--- src/rtl/pipe_stage_skid_if.sv ---
// rtl/pipe_stage_skid_if.sv - valid/ready payload handshake bundle for pipe_stage_skid
//
// Ports (per modport):
//   master : drives valid/data, samples ready  (producer side of a link)
//   slave  : samples valid/data, drives ready  (consumer side of a link)
//   valid  : payload valid this cycle
//   data   : DATA_WIDTH-bit packed payload
//   ready  : consumer accepts this cycle; a transfer is valid && ready
interface pipe_stage_skid_if #(
   parameter int DATA_WIDTH = 157
);
   logic                  valid;
   logic [DATA_WIDTH-1:0] data;
   logic                  ready;

   modport master (output valid, output data, input ready);
   modport slave  (input valid, input data, output ready);
endinterface

--- src/rtl/pipe_stage_skid.sv ---
// rtl/pipe_stage_skid.sv - handshaked pipeline register with two-entry skid buffer
//
// Ports:
//   clk           : rising-edge clock
//   reset         : synchronous, active-high; restores every register
//   up            : upstream link (slave); up.ready is in_ready, driven from a flop
//   dn            : downstream link (master); dn.valid/dn.data are out_valid/out_data, registered
//   flush         : squash all held entries on the next edge (payload registers keep contents)
//   occupancy     : held entries, 0/1/2, equal to the state encoding
//   stall_cnt     : saturating count of cycles with out_valid && !out_ready && !flush
//   stall_cnt_clr : synchronous clear of stall_cnt, wins over increment
module pipe_stage_skid #(
   parameter int                   DATA_WIDTH      = 157,
   parameter logic [DATA_WIDTH-1:0] RESET_VALUE    = '0,
   parameter int                   STALL_CNT_WIDTH = 16
) (
   input  logic                       clk,
   input  logic                       reset,
   pipe_stage_skid_if.slave           up,
   pipe_stage_skid_if.master          dn,
   input  logic                       flush,
   output logic [1:0]                 occupancy,
   output logic [STALL_CNT_WIDTH-1:0] stall_cnt,
   input  logic                       stall_cnt_clr
);

   typedef enum logic [1:0] {
      EMPTY = 2'd0,
      BUSY  = 2'd1,
      FULL  = 2'd2
   } state_t;

   state_t                state;
   logic                  main_valid;
   logic [DATA_WIDTH-1:0] main_data;
   logic                  skid_valid;
   logic [DATA_WIDTH-1:0] skid_data;

   logic in_ready;
   logic out_ready;
   logic in_xfer;
   logic out_xfer;

   // in_ready comes straight from the skid valid flop, so there is no
   // combinational path from out_ready or flush back upstream.
   assign in_ready  = ~skid_valid;
   assign out_ready = dn.ready;
   assign in_xfer   = up.valid & in_ready;
   assign out_xfer  = main_valid & out_ready;

   assign up.ready  = in_ready;
   assign dn.valid  = main_valid;
   assign dn.data   = main_data;
   assign occupancy = state;

   always_ff @(posedge clk) begin
      if (reset) begin
         state      <= EMPTY;
         main_valid <= 1'b0;
         skid_valid <= 1'b0;
         main_data  <= RESET_VALUE;
         skid_data  <= RESET_VALUE;
         stall_cnt  <= '0;
      end else begin
         if (flush) begin
            // Only the valid bits drop; payload registers keep stale data.
            state      <= EMPTY;
            main_valid <= 1'b0;
            skid_valid <= 1'b0;
         end else begin
            case (state)
               EMPTY: begin
                  if (in_xfer) begin
                     main_data  <= up.data;
                     main_valid <= 1'b1;
                     state      <= BUSY;
                  end
               end
               BUSY: begin
                  if (in_xfer && out_xfer) begin
                     main_data <= up.data;
                  end else if (in_xfer) begin
                     // Downstream stalled: park the extra beat in skid.
                     skid_data  <= up.data;
                     skid_valid <= 1'b1;
                     state      <= FULL;
                  end else if (out_xfer) begin
                     main_valid <= 1'b0;
                     state      <= EMPTY;
                  end
               end
               FULL: begin
                  // in_ready is low here, so only the drain can happen.
                  if (out_xfer) begin
                     main_data  <= skid_data;
                     skid_valid <= 1'b0;
                     state      <= BUSY;
                  end
               end
               default: begin
                  state      <= EMPTY;
                  main_valid <= 1'b0;
                  skid_valid <= 1'b0;
               end
            endcase
         end

         if (stall_cnt_clr) begin
            stall_cnt <= '0;
         end else if (main_valid && !out_ready && !flush && (stall_cnt != '1)) begin
            stall_cnt <= stall_cnt + 1'b1;
         end
      end
   end

endmodule

--- src/flat_wrapper.sv ---
// flat-port wrapper written by rule: the top's interface ports become plain ports
module pipe_stage_skid_flat 
#(
   parameter int                   DATA_WIDTH      = 157,
   parameter logic [DATA_WIDTH-1:0] RESET_VALUE    = '0,
   parameter int                   STALL_CNT_WIDTH = 16
)
  (clk, reset, flush, occupancy, stall_cnt, stall_cnt_clr, up_valid, up_data, up_ready, dn_valid, dn_data, dn_ready);
  pipe_stage_skid_if #(.DATA_WIDTH(DATA_WIDTH)) up_i ();
  pipe_stage_skid_if #(.DATA_WIDTH(DATA_WIDTH)) dn_i ();
  input  logic clk;
  input  logic reset;
  input  logic flush;
  output logic [1:0] occupancy;
  output logic [STALL_CNT_WIDTH-1:0] stall_cnt;
  input  logic stall_cnt_clr;
  input wire logic [$bits(up_i.valid)-1:0] up_valid;
  input wire logic [$bits(up_i.data)-1:0] up_data;
  output wire logic [$bits(up_i.ready)-1:0] up_ready;
  output wire logic [$bits(dn_i.valid)-1:0] dn_valid;
  output wire logic [$bits(dn_i.data)-1:0] dn_data;
  input wire logic [$bits(dn_i.ready)-1:0] dn_ready;
  assign up_i.valid = up_valid;
  assign up_i.data = up_data;
  assign up_ready = up_i.ready;
  assign dn_valid = dn_i.valid;
  assign dn_data = dn_i.data;
  assign dn_i.ready = dn_ready;
  pipe_stage_skid #(.DATA_WIDTH(DATA_WIDTH), .RESET_VALUE(RESET_VALUE), .STALL_CNT_WIDTH(STALL_CNT_WIDTH)) u_core (.clk(clk), .reset(reset), .up(up_i), .dn(dn_i), .flush(flush), .occupancy(occupancy), .stall_cnt(stall_cnt), .stall_cnt_clr(stall_cnt_clr));
endmodule
--- config.mk ---
export PLATFORM = sky130hd
export DESIGN_NAME = pipe_stage_skid_flat
export DESIGN_NICKNAME = d
export VERILOG_FILES = /design/src/rtl/pipe_stage_skid_if.sv /design/src/rtl/pipe_stage_skid.sv /design/src/flat_wrapper.sv
export SDC_FILE = /design/constraint.sdc
export NUM_CORES = 1
export LEC_CHECK = 0
export ABC_AREA = 1
export CAP_MARGIN = 20
export CORE_MARGIN = 2
export CORE_UTILIZATION = 50
export CTS_BUF_LIST = sky130_fd_sc_hd__clkbuf_2
export DETAILED_ROUTE_END_ITERATION = 12
export PLACE_DENSITY_LB_ADDON = 0.08
export SETUP_SLACK_MARGIN = 0.05
export SLEW_MARGIN = 20
export SYNTH_ARGS = -nofsm -noshare
export SYNTH_HDL_FRONTEND = slang
export SYNTH_SLANG_ARGS = --single-unit
--- constraint.sdc ---
create_clock -name clk -period 1.9 [get_ports clk]
set_input_delay 0.38 -clock clk [delete_from_list [all_inputs] [get_ports clk]]
set_output_delay 0.38 -clock clk [all_outputs]
set_load 0.02 [all_outputs]
==> Implementation_results.wiki, run 1 <==
{| class="wikitable"
! Metric !! Value
|-
| Result of the run || finished, final reports clean
|-
| Slowest stage cell on the critical path || sky130_fd_sc_hd__dfxtp_1
|-
| Area of the core || 26800 um^2
|-
| Average instance area after synthesis || 7.33 um^2
|-
| GRT overflow || 0
|-
| Half-perimeter wire length after placement || 25.1 mm
|-
| Seq/Total Area, Yosys || 49.2%
|-
| Max Transition Viols Final || 0
|-
| Clk slew on worst S/H paths || 0.13 ns
|-
| TritonCTS clock tree || done
|-
| Highest Clock Rate || 0.571 GHz
|-
| Time the worst path needs with I/O delays and setup || 1.75 ns
|-
| Signed area change from the synthesized netlist to the final layout || 32.8%
|-
| Share of Yosys cell area claimed by the top area cell type || 49.2%
|-
| Number of port buffers || 339
|-
| Number of buffers inserted during clock tree synthesis || 85
|-
| Critical path class || reg2out
|-
| Total clock sinks || 334
|-
| Critical-path maximum fanout || 2
|-
| Number of failing setup endpoints in the final timing report || 0
|-
| Number of vias per cell after detailed routing || 5.10
|-
| Number of routed nets with antenna violations || 0
|-
| First-pass GRT wire length || 60.3 mm
|-
| Unrepaired setup endpoints after global routing || true
|-
| Via count of the first global-routing pass || 12.3k
|-
| Critical Path Max Stage Delay || 0.38 ns
|-
| Top cells by area, synth || sky130_fd_sc_hd__dfxtp_1 (49%), sky130_fd_sc_hd__o21ai_0 (12%), sky130_fd_sc_hd__nor2_1 (12%)
|-
| Fill cell instance count of the final layout || 2399
|-
| Largest net degree at the start of global routing || 115
|-
| Total area of multi-input combinational cells || 5800 um^2
|-
| Number of hold-repair buffers added at the cts stage || 0
|-
| Count of pins on the block boundary || 340
|-
| Post-layout nets || 2383
|-
| Iteration-0 DRC Markers || 950
|-
| Lkg Pwr || 7.83 nW
|-
| Root Buffer || sky130_fd_sc_hd__clkbuf_2
|-
| Wire length after detailed routing || 38.0 mm
|-
| Synthesized netlist cell count || 1853
|-
| # Max-Cap Violations || 0
|-
| Cells along the critical path || buf_2
|-
| Placer congestion estimate || 0.874
|-
| Netlist area before placement || 13600 um^2
|-
| DRC violation count after routing || 0
|-
| IR drop worst, VDD || 452 uV
|-
| Per-cell routed wire length || 14.5 um
|-
| Syn Nets || 2017
|-
| CP Data Arrival Time || 1.37 ns
|-
| Post-route setup slack || 0.148 ns
|-
| Fraction of final layout cells sized beyond drive strength 1 || 22.8%
|-
| Number of failing hold endpoints at the final stage || 0
|-
| Pwr/cell area || 799 nW/um^2
|-
| Path type of the worst min-delay path || in2reg
|-
| Std cell rows || 60
|-
| Most common cell after layout, fill and taps aside || sky130_fd_sc_hd__nor2_1
|-
| Number of buffer and inverter instances along the worst setup path || 1
|-
| Area leader, netlist || sky130_fd_sc_hd__dfxtp_1
|-
| Req. time, crit path || 1.52 ns
|-
| Number of iterations in the first detailed-routing pass || 7
|-
| Endpoint type of the worst setup path || output pin
|-
| Die H || 169 um
|-
| Vias after detailed routing || 13.4k
|-
| Worst skew pair latency || 0.88 ns
|-
| Overall track demand over capacity in global routing || 25.6%
|-
| Initial antenna violation count || 4
|-
| # H-tree levels || 3
|-
| Die footprint || 28500 um^2
|-
| CP delay by family, top || flip-flops
|-
| Layout Skew || 0.110 ns
|-
| Post-route fraction of the period consumed by the critical path || 92.2%
|-
| Slew at the pin closest to its max-slew limit || 0.421 ns
|-
| Slew HR || 71.9%
|-
| Die width || 169 um
|-
| Number of buffers on the longest clock path || 3
|-
| Count of yosys warnings during synthesis || 0
|-
| Initial standard-cell utilization of the core || 50.7%
|-
| Highest-count cells in the layout ignoring fill and taps || sky130_fd_sc_hd__nor2_1 (437), sky130_fd_sc_hd__o21ai_0 (330), sky130_fd_sc_hd__dfxtp_1 (245), sky130_fd_sc_hd__nand2_1 (171), sky130_fd_sc_hd__clkdlybuf4s50_1 (162)
|-
| Sequential cell area || 6820 um^2
|-
| Setup slack after placement || -0.162 ns
|-
| Fin util || 67.3%
|-
| Count of different cell masters after synthesis || 27
|-
| Post-synthesis register bit count || 334
|-
| Type of element launching the critical path || flip-flop
|}
flip-flops by register name, indices dropped and copies added (netlist names):
| name | flops |
|---|---|
| u_core.skid_data | 157 |
| u_core.occupancy | 2 |
| u_core.stall_cnt | 16 |
| u_core.dn.valid | 1 |
| u_core.dn.data | 157 |
| u_core.skid_valid | 1 |
cell type report:
class | instances | area share (%)
multi-input combinational | 1248 | 32.1
clock inverter | 20 | 0.492
sequential | 334 | 37.8
tap | 341 | 2.36
clock buffer | 125 | 3.47
antenna | 4 | 0.0555
inverter | 137 | 2.89
timing repair buffer | 413 | 20.8
synth_stat cells (all sizes together):
master	n
nor2	438
o21ai	435
dfxtp	334
nand2	172
inv	136
a21oi	132
clkbuf	81
buf	53
mux2	40
nand3	19
nand4	3
xor2	2
a21boi	1
a31oi	1
clkinv	1
ha	1
nand3b	1
nor3	1
o21bai	1
xnor2	1
report_power, final:
part           switching, mW  leakage (nW)  internal [mW]
Clock                   2.87         0.561           1.75
Combinational           1.23          4.51           1.03
Sequential             0.197          2.76           7.35
Total                   4.29          7.83           10.1
per-stage QoR:
step / instance area, um^2 / cells / setup TNS [ns] / power, mW / hold WS (ns)
2_1_floorplan: 13600 / 1853 / 0 / 8.81 / 0.425
3_3_place_gp: 17600 / 2463 / -24.57 / 10.0 / 0.431
3_5_place_dp: 17600 / 2463 / -30.68 / 10.1 / 0.438
4_1_cts: 17700 / 2610 / 0 / 14.5 / 0.0490
5_1_grt: 18000 / 2620 / 0 / 15.2 / 0.0834
6_report: 18000 / 2622 / 0 / 14.4 / 0.144
kinds of logic after synthesis:
logic type	after synthesis	share of synthesized area (%)
simple gates	634	17.9
compound gates	570	21.0
flops	334	49.2
buf+inv	271	8.26
mux	40	3.31
xor+xnor	3	0.193
fa+ha+maj	1	0.0921
per-layer routing:
| layer | global-route usage (%) | up-vias | share of wire, % |
|---|---|---|---|
| met5 | 0 | - | 0.071 |
| met4 | 11.2 | 4 | 2.8 |
| met3 | 7.39 | 78 | 8.2 |
| met2 | 40.2 | 440 | 45 |
| met1 | 32.8 | 6068 | 43 |
| li1 | - | 6786 | - |
what timing repair did:
action | in CTS | in global routing
setup buffers | 2 | 8
resized for setup | 847 | 107
setup endpoints to repair | 177 | 89
path summary, 6_finish.rpt:
check                                    start                           endpoint  slack [ns]  cells after the start
min reg2reg  u_core.skid_data[45]$_SDFFE_PP0P_  u_core.skid_data[45]$_SDFFE_PP0P_        0.45                      2
min                                up_data[36]  u_core.skid_data[36]$_SDFFE_PP0P_        0.14                      3
max reg2reg   u_core.occupancy[1]$_SDFFE_PP0P_   u_core.dn.data[122]$_SDFFE_PP0P_        0.22                      6
max           u_core.dn.data[109]$_SDFFE_PP0P_                       dn_data[109]        0.15                      1
Power figures use the tool's default switching activity.
==> run 2, diff against run 1 <==
Settings changed: SLEW_MARGIN 20 to unset.
Clock period 1.9 ns to 2 ns, I/O delays scaled along.
==> Implementation_results.wiki, run 2 (synthesis gave the netlist of run 1 again) <==
{| class="wikitable"
! Metric !! Value
|-
| Vias after detailed routing || 13.3k (-0.51%)
|-
| Number of hold-repair buffers added at the cts stage || 0 (unchanged)
|-
| Overall track demand over capacity in global routing || 26.1% (+0.51 points)
|-
| Max Transition Viols Final || 0 (unchanged)
|-
| Highest Clock Rate || 0.535 GHz
|-
| Total clock sinks || 334 (unchanged)
|-
| Slew at the pin closest to its max-slew limit || 0.436 ns (+0.0152 ns)
|-
| Die H || 169 um (unchanged)
|-
| Per-cell routed wire length || 14.6 um (+1.0%)
|-
| Placed cell count || 2463 (unchanged)
|-
| Worst-case hold slack || 0.180 ns (+0.0364 ns)
|-
| Unrepaired setup endpoints after global routing || false
|-
| GRT overflow || 0 (unchanged)
|-
| Std cell rows || 60 (unchanged)
|-
| Result of the run || finished, final reports clean
|-
| Die width || 169 um (unchanged)
|-
| Slowest stage cell on the critical path || sky130_fd_sc_hd__dfxtp_1
|-
| Hold path cells || 3 (unchanged)
|-
| Number of buffers inserted during clock tree synthesis || 84 (-1.2%)
|-
| Area of the core || 26800 um^2 (unchanged)
|-
| Req. time, crit path || 1.60 ns (+0.08 ns)
|-
| Setup slack after placement || -0.124 ns (+0.0376 ns)
|-
| Path type of the worst min-delay path || in2reg
|-
| Via count of the first global-routing pass || 12.8k (+3.7%)
|-
| Critical-path maximum fanout || 2 (unchanged)
|-
| Hold path startpoint || up_data[124]
|-
| Critical Path Max Stage Delay || 0.37 ns (about the same)
|-
| # Max-Cap Violations || 0 (unchanged)
|-
| DRC violation count after routing || 0 (unchanged)
|-
| Placed standard-cell area || 17700 um^2 (+0.21%)
|-
| Total non-filler cell area in the finished layout || 17700 um^2 (-2.2%)
|-
| Largest net degree at the start of global routing || 102 (-11%)
|-
| Post-route setup slack || 0.129 ns (-0.0192 ns)
|-
| First-pass GRT wire length || 61.7 mm (+2.3%)
|-
| Number of cells on the worst reg-to-reg path || 7 (+1)
|-
| Most common cell after layout, fill and taps aside || sky130_fd_sc_hd__nor2_1
|-
| TritonCTS clock tree || done
|-
| Clk slew on worst S/H paths || 0.10 ns (-0.03 ns)
|-
| Slew HR || 70.8% (-1.1 points)
|-
| Initial antenna violation count || 3 (-1)
|-
| Number of routed nets with antenna violations || 0 (unchanged)
|-
| Fin util || 65.9% (-1.5 points)
|-
| IR drop worst, VDD || 524 uV (+16%)
|-
| Time the worst path needs with I/O delays and setup || 1.87 ns
|-
| Number of port buffers || 339 (unchanged)
|-
| Number of failing hold endpoints at the final stage || 0 (unchanged)
|-
| Count of pins on the block boundary || 340 (unchanged)
|-
| Total power || 13.8 mW (-4.0%)
|-
| Worst Hold Path EP || u_core.skid_data[124]$_SDFFE_PP0P_
|-
| Post-route fraction of the period consumed by the critical path || 93.5%
|-
| Number of failing setup endpoints in the final timing report || 0 (unchanged)
|-
| # H-tree levels || 3 (unchanged)
|-
| Highest-count cells in the layout ignoring fill and taps || sky130_fd_sc_hd__nor2_1 (437), sky130_fd_sc_hd__o21ai_0 (330), sky130_fd_sc_hd__dfxtp_1 (309), sky130_fd_sc_hd__nand2_1 (171), sky130_fd_sc_hd__clkdlybuf4s50_1 (162)
|-
| Final-layout setup total negative slack || 0 ns (unchanged)
|-
| Number of buffers on the longest clock path || 3 (unchanged)
|-
| CP delay by family, top || flip-flops
|-
| Layout Skew || 0.0669 ns (-0.0426 ns)
|-
| Worst skew pair latency || 0.87 ns (about the same)
|-
| Fill cell instance count of the final layout || 2427 (+1.2%)
|-
| Reg-to-reg slack, setup || 0.28 ns (+0.06 ns)
|-
| Root Buffer || sky130_fd_sc_hd__clkbuf_2
|-
| Fraction of final layout cells sized beyond drive strength 1 || 19.8% (-3.0 points)
|-
| Endpoint type of the worst setup path || output pin
|-
| Pwr/cell area || 784 nW/um^2 (-1.9%)
|-
| Number of iterations in the first detailed-routing pass || 5 (-2)
|-
| Iteration-0 DRC Markers || 993 (+4.5%)
|-
| Die footprint || 28500 um^2 (unchanged)
|-
| Cells along the critical path || clkdlybuf4s15_2
|-
| Number of logic stages on the critical path including buffering || 1 (unchanged)
|-
| Placer congestion estimate || 0.868 (-0.65%)
|-
| Initial standard-cell utilization of the core || 50.7% (unchanged)
|-
| Wire length after detailed routing || 38.2 mm (+0.46%)
|-
| Type of element launching the critical path || flip-flop
|-
| Signed area change from the synthesized netlist to the final layout || 29.9%
|-
| Critical path class || reg2out
|-
| Number of vias per cell after detailed routing || 5.10 (about the same)
|-
| Post-layout nets || 2373 (-0.42%)
|-
| Number of buffer and inverter instances along the worst setup path || 1 (unchanged)
|-
| CP Data Arrival Time || 1.47 ns (+0.10 ns)
|-
| Lkg Pwr || 7.75 nW (-1.0%)
|-
| Startpoint of the worst register-to-register path || u_core.occupancy[1]$_SDFFE_PP0P_
|-
| R2R Path End || u_core.dn.data[49]$_SDFFE_PP0P_
|-
| Post-Layout Cell Count || 2608 (-0.53%)
|-
| Half-perimeter wire length after placement || 25.3 mm (+1.1%)
|}
run 2: changes by cell type in the layout (fill, tap and decap cells not counted), moves of 11 or more:
cell | before | now
sky130_fd_sc_hd__dfxtp_1 | 245 | 309
sky130_fd_sc_hd__buf_6 | 24 | 0
sky130_fd_sc_hd__clkbuf_2 | 125 | 148
sky130_fd_sc_hd__buf_2 | 63 | 145
sky130_fd_sc_hd__clkdlybuf4s15_2 | 0 | 11
sky130_fd_sc_hd__dfxtp_2 | 79 | 21
sky130_fd_sc_hd__buf_4 | 138 | 38
run 2: power breakdown:
| part | internal (mW) | switching, mW | leakage (nW) |
|---|---|---|---|
| registers | 6.97 | 0.173 | 2.74 |
| clock network | 1.93 | 2.71 | 0.584 |
| logic | 0.892 | 1.17 | 4.43 |
| total | 9.80 | 4.05 | 7.75 |
run 2: routing by layer:
| layer | part of all wire, % | vias to the layer above | GRT usage (%) |
|---|---|---|---|
| met5 | 0 | - | 0 |
| met4 | 2.4 | 0 | 9.33 |
| met3 | 7.5 | 76 | 7.39 |
| met2 | 48 | 378 | 44.2 |
| met1 | 42 | 6089 | 31.7 |
| li1 | - | 6765 | - |
run 2: how the worst max path moves through the flow:
stage	startpoint	end
finish	u_core.dn.data[112]$_SDFFE_PP0P_	dn_data[112]
global route	u_core.dn.data[91]$_SDFFE_PP0P_	dn_data[91]
CTS	u_core.dn.data[156]$_SDFFE_PP0P_	dn_data[156]
detailed placement	up_valid	u_core.skid_data[50]$_SDFFE_PP0P_
global placement	up_valid	u_core.skid_data[12]$_SDFFE_PP0P_
floorplan	u_core.stall_cnt[0]$_SDFFE_PP0P_	u_core.stall_cnt[9]$_SDFFE_PP0P_
run 2: layout make-up:
type	count	area [um^2]	share of cell area [%]
sequential	334	6730	38.1
multi-input combinational	1248	5800	32.9
timing repair buffer	404	3420	19.4
clock buffer	128	641	3.63
inverter	137	522	2.96
tap	341	427	2.42
clock inverter	13	110	0.624
antenna	3	7.51	0.0425
run 2: tightest hold or removal path, delay by kind of cell:
family                 cells  cell delay, ns
and+or+nand+nor            1            0.04
buffers and inverters      1            0.41
AOI/OAI and AO/OA          1            0.16
run 2: repair_timing:
| action | in CTS | in global routing |
|---|---|---|
| gates resized for setup | 606 | 109 |
| setup endpoints to repair | 177 | 102 |
| setup buffers | 0 | 1 |
==> run 3, diff against run 2 <==
Settings changed: GPL_TIMING_DRIVEN set to 1, RECOVER_POWER set to 25.
==> Implementation_results.wiki, run 3 (synthesis gave the netlist of run 1 again) <==
{| class="wikitable"
! Metric !! Value
|-
| Std cell rows || 60 (unchanged)
|-
| Count of pins on the block boundary || 340 (unchanged)
|-
| Post-route fraction of the period consumed by the critical path || 93.8% (+0.30 points)
|-
| CP delay by family, top || flip-flops
|-
| Slowest stage cell on the critical path || sky130_fd_sc_hd__dfxtp_1
|-
| Clk slew on worst S/H paths || 0.10 ns (about the same)
|-
| Per-cell routed wire length || 14.6 um (-0.17%)
|-
| Largest net degree at the start of global routing || 102 (unchanged)
|-
| Overall track demand over capacity in global routing || 26.1% (unchanged)
|-
| Number of vias per cell after detailed routing || 5.10 (about the same)
|-
| Post-route setup slack || 0.123 ns (-0.00591 ns)
|-
| Sequential cell area || 6730 um^2 (about the same)
|-
| Iteration-0 DRC Markers || 1044 (+5.1%)
|-
| Wire length on met3 || 2.89 mm (+0.94%)
|-
| CP Data Arrival Time || 1.48 ns (about the same)
|-
| TritonCTS clock tree || done
|-
| Fin util || 65.6% (-0.28 points)
|-
| Final-layout setup total negative slack || 0 ns (unchanged)
|-
| Slew at the pin closest to its max-slew limit || 0.575 ns (+0.139 ns)
|-
| Wire length after detailed routing || 38.1 mm (-0.17%)
|-
| Max Transition Viols Final || 0 (unchanged)
|-
| Half-perimeter wire length after placement || 25.3 mm (unchanged)
|-
| Layout Skew || 0.0683 ns (+0.00138 ns)
|-
| Number of buffers inserted during clock tree synthesis || 84 (unchanged)
|-
| Time the worst path needs with I/O delays and setup || 1.88 ns (+0.00591 ns)
|-
| Req. time, crit path || 1.60 ns (about the same)
|-
| Total clock sinks || 334 (unchanged)
|-
| Result of the run || finished, final reports clean
|-
| Lkg Pwr || 7.72 nW (-0.44%)
|-
| Pwr/cell area || 787 nW/um^2 (+0.31%)
|-
| Total area of multi-input combinational cells || 5790 um^2 (-0.22%)
|-
| Most common cell after layout, fill and taps aside || sky130_fd_sc_hd__nor2_1
|-
| Fraction of final layout cells sized beyond drive strength 1 || 19.5% (-0.31 points)
|-
| IR drop worst, VDD || 524 uV (about the same)
|-
| First-pass GRT wire length || 61.7 mm (unchanged)
|-
| Initial standard-cell utilization of the core || 50.7% (unchanged)
|-
| Routed metal-1 wirelength || 16.1 mm (-0.54%)
|-
| # Max-Cap Violations || 0 (unchanged)
|-
| Die footprint || 28500 um^2 (unchanged)
|-
| Worst skew pair latency || 0.87 ns (about the same)
|-
| Placer congestion estimate || 0.868 (unchanged)
|-
| Post-Layout Cell Count || 2608 (unchanged)
|-
| Placed standard-cell area || 17700 um^2 (unchanged)
|-
| Type of element launching the critical path || flip-flop
|-
| Unrepaired setup endpoints after global routing || false
|-
| Critical path class || reg2out
|-
| Highest Clock Rate || 0.533 GHz (-0.32%)
|-
| Total power || 13.8 mW (-0.11%)
|-
| Post-layout nets || 2373 (unchanged)
|-
| Number of failing setup endpoints in the final timing report || 0 (unchanged)
|-
| # H-tree levels || 3 (unchanged)
|-
| Number of failing hold endpoints at the final stage || 0 (unchanged)
|-
| Setup slack after placement || -0.124 ns (unchanged)
|-
| Endpoint type of the worst setup path || output pin
|-
| Root Buffer || sky130_fd_sc_hd__clkbuf_2
|-
| Worst-case hold slack || 0.183 ns (+0.00309 ns)
|-
| Met2 WL post-DR || 18.1 mm (-0.17%)
|-
| Critical-path maximum fanout || 2 (unchanged)
|-
| Initial antenna violation count || 3 (unchanged)
|-
| Vias after detailed routing || 13.3k (-0.068%)
|-
| Die H || 169 um (unchanged)
|-
| Number of routed nets with antenna violations || 0 (unchanged)
|-
| Via count of the first global-routing pass || 12.8k (unchanged)
|-
| Number of buffers on the longest clock path || 3 (unchanged)
|-
| Number of iterations in the first detailed-routing pass || 7 (+2)
|-
| Area of the core || 26800 um^2 (unchanged)
|-
| Number of port buffers || 339 (unchanged)
|-
| Die width || 169 um (unchanged)
|-
| Path type of the worst min-delay path || in2reg
|-
| Slew HR || 61.7% (-9.2 points)
|-
| Highest-count cells in the layout ignoring fill and taps || sky130_fd_sc_hd__nor2_1 (437), sky130_fd_sc_hd__o21ai_0 (335), sky130_fd_sc_hd__dfxtp_1 (311), sky130_fd_sc_hd__nand2_1 (171), sky130_fd_sc_hd__clkdlybuf4s50_1 (162)
|-
| GRT overflow || 0 (unchanged)
|-
| DRC violation count after routing || 0 (unchanged)
|-
| Critical Path Max Stage Delay || 0.37 ns (about the same)
|-
| Cells along the critical path || clkdlybuf4s15_2
|-
| Number of buffer and inverter instances along the worst setup path || 1 (unchanged)
|-
| Fill cell instance count of the final layout || 2445 (+0.74%)
|-
| Signed area change from the synthesized netlist to the final layout || 29.4%
|-
| Placed cell count || 2463 (unchanged)
|-
| Total non-filler cell area in the finished layout || 17600 um^2 (-0.42%)
|-
| DR top layer || met4
|}
## run 3: cell types whose count changed in the layout (fill, tap and decap cells not counted), moves of 2 or more
cell / previous run / this run
sky130_fd_sc_hd__buf_12: 28 / 25
sky130_fd_sc_hd__buf_4: 38 / 30
sky130_fd_sc_hd__clkbuf_1: 0 / 4
sky130_fd_sc_hd__clkbuf_2: 148 / 152
sky130_fd_sc_hd__clkbuf_4: 0 / 2
sky130_fd_sc_hd__dfxtp_1: 309 / 311
sky130_fd_sc_hd__dfxtp_2: 21 / 19
sky130_fd_sc_hd__o21ai_0: 330 / 335
sky130_fd_sc_hd__o21ai_1: 105 / 100
## run 3: repair_timing
action / CTS / global route
endpoints found under the setup margin: 177 / 102
setup buffers: 0 / 1
gates cloned: 0 / 0
gates resized for setup: 606 / 109
hold buffers: 0 / 0
## run 3: path summary, 6_finish.rpt
check	startpoint	endpoint	slack, ns	cells after the start
worst max-delay path	u_core.dn.data[112]$_SDFFE_PP0P_	dn_data[112]	0.12	1
worst min-delay path	up_data[124]	u_core.skid_data[124]$_SDFFE_PP0P_	0.18	3
worst max register to register	u_core.dn.valid$_SDFFE_PP0P_	u_core.skid_data[130]$_SDFFE_PP0P_	0.20	7
worst min register to register	u_core.skid_data[43]$_SDFFE_PP0P_	u_core.skid_data[43]$_SDFFE_PP0P_	0.45	2
## run 3: layout make-up
| type | instances | area share [%] |
|---|---|---|
| Clock inverter | 13 | 0.626 |
| Timing Repair Buffer | 404 | 19.1 |
| Sequential cell | 334 | 38.3 |
| Multi-Input combinational cell | 1248 | 32.9 |
| Antenna cell | 3 | 0.0427 |
| Tap cell | 341 | 2.43 |
| Inverter | 137 | 2.97 |
| Clock buffer | 128 | 3.64 |
## run 3: layer usage
| metal | vias up | track usage, % |
|---|---|---|
| met2 | 391 | 44.2 |
| met4 | 0 | 9.33 |
| met3 | 84 | 7.39 |
| met1 | 6062 | 31.7 |
| met5 | - | 0 |
| li1 | 6762 | - |
## run 3: power by group
part,switching [mW],total (mW),internal (mW)
clock network,2.70,4.64,1.93
registers,0.172,7.14,6.97
logic,1.16,2.05,0.883
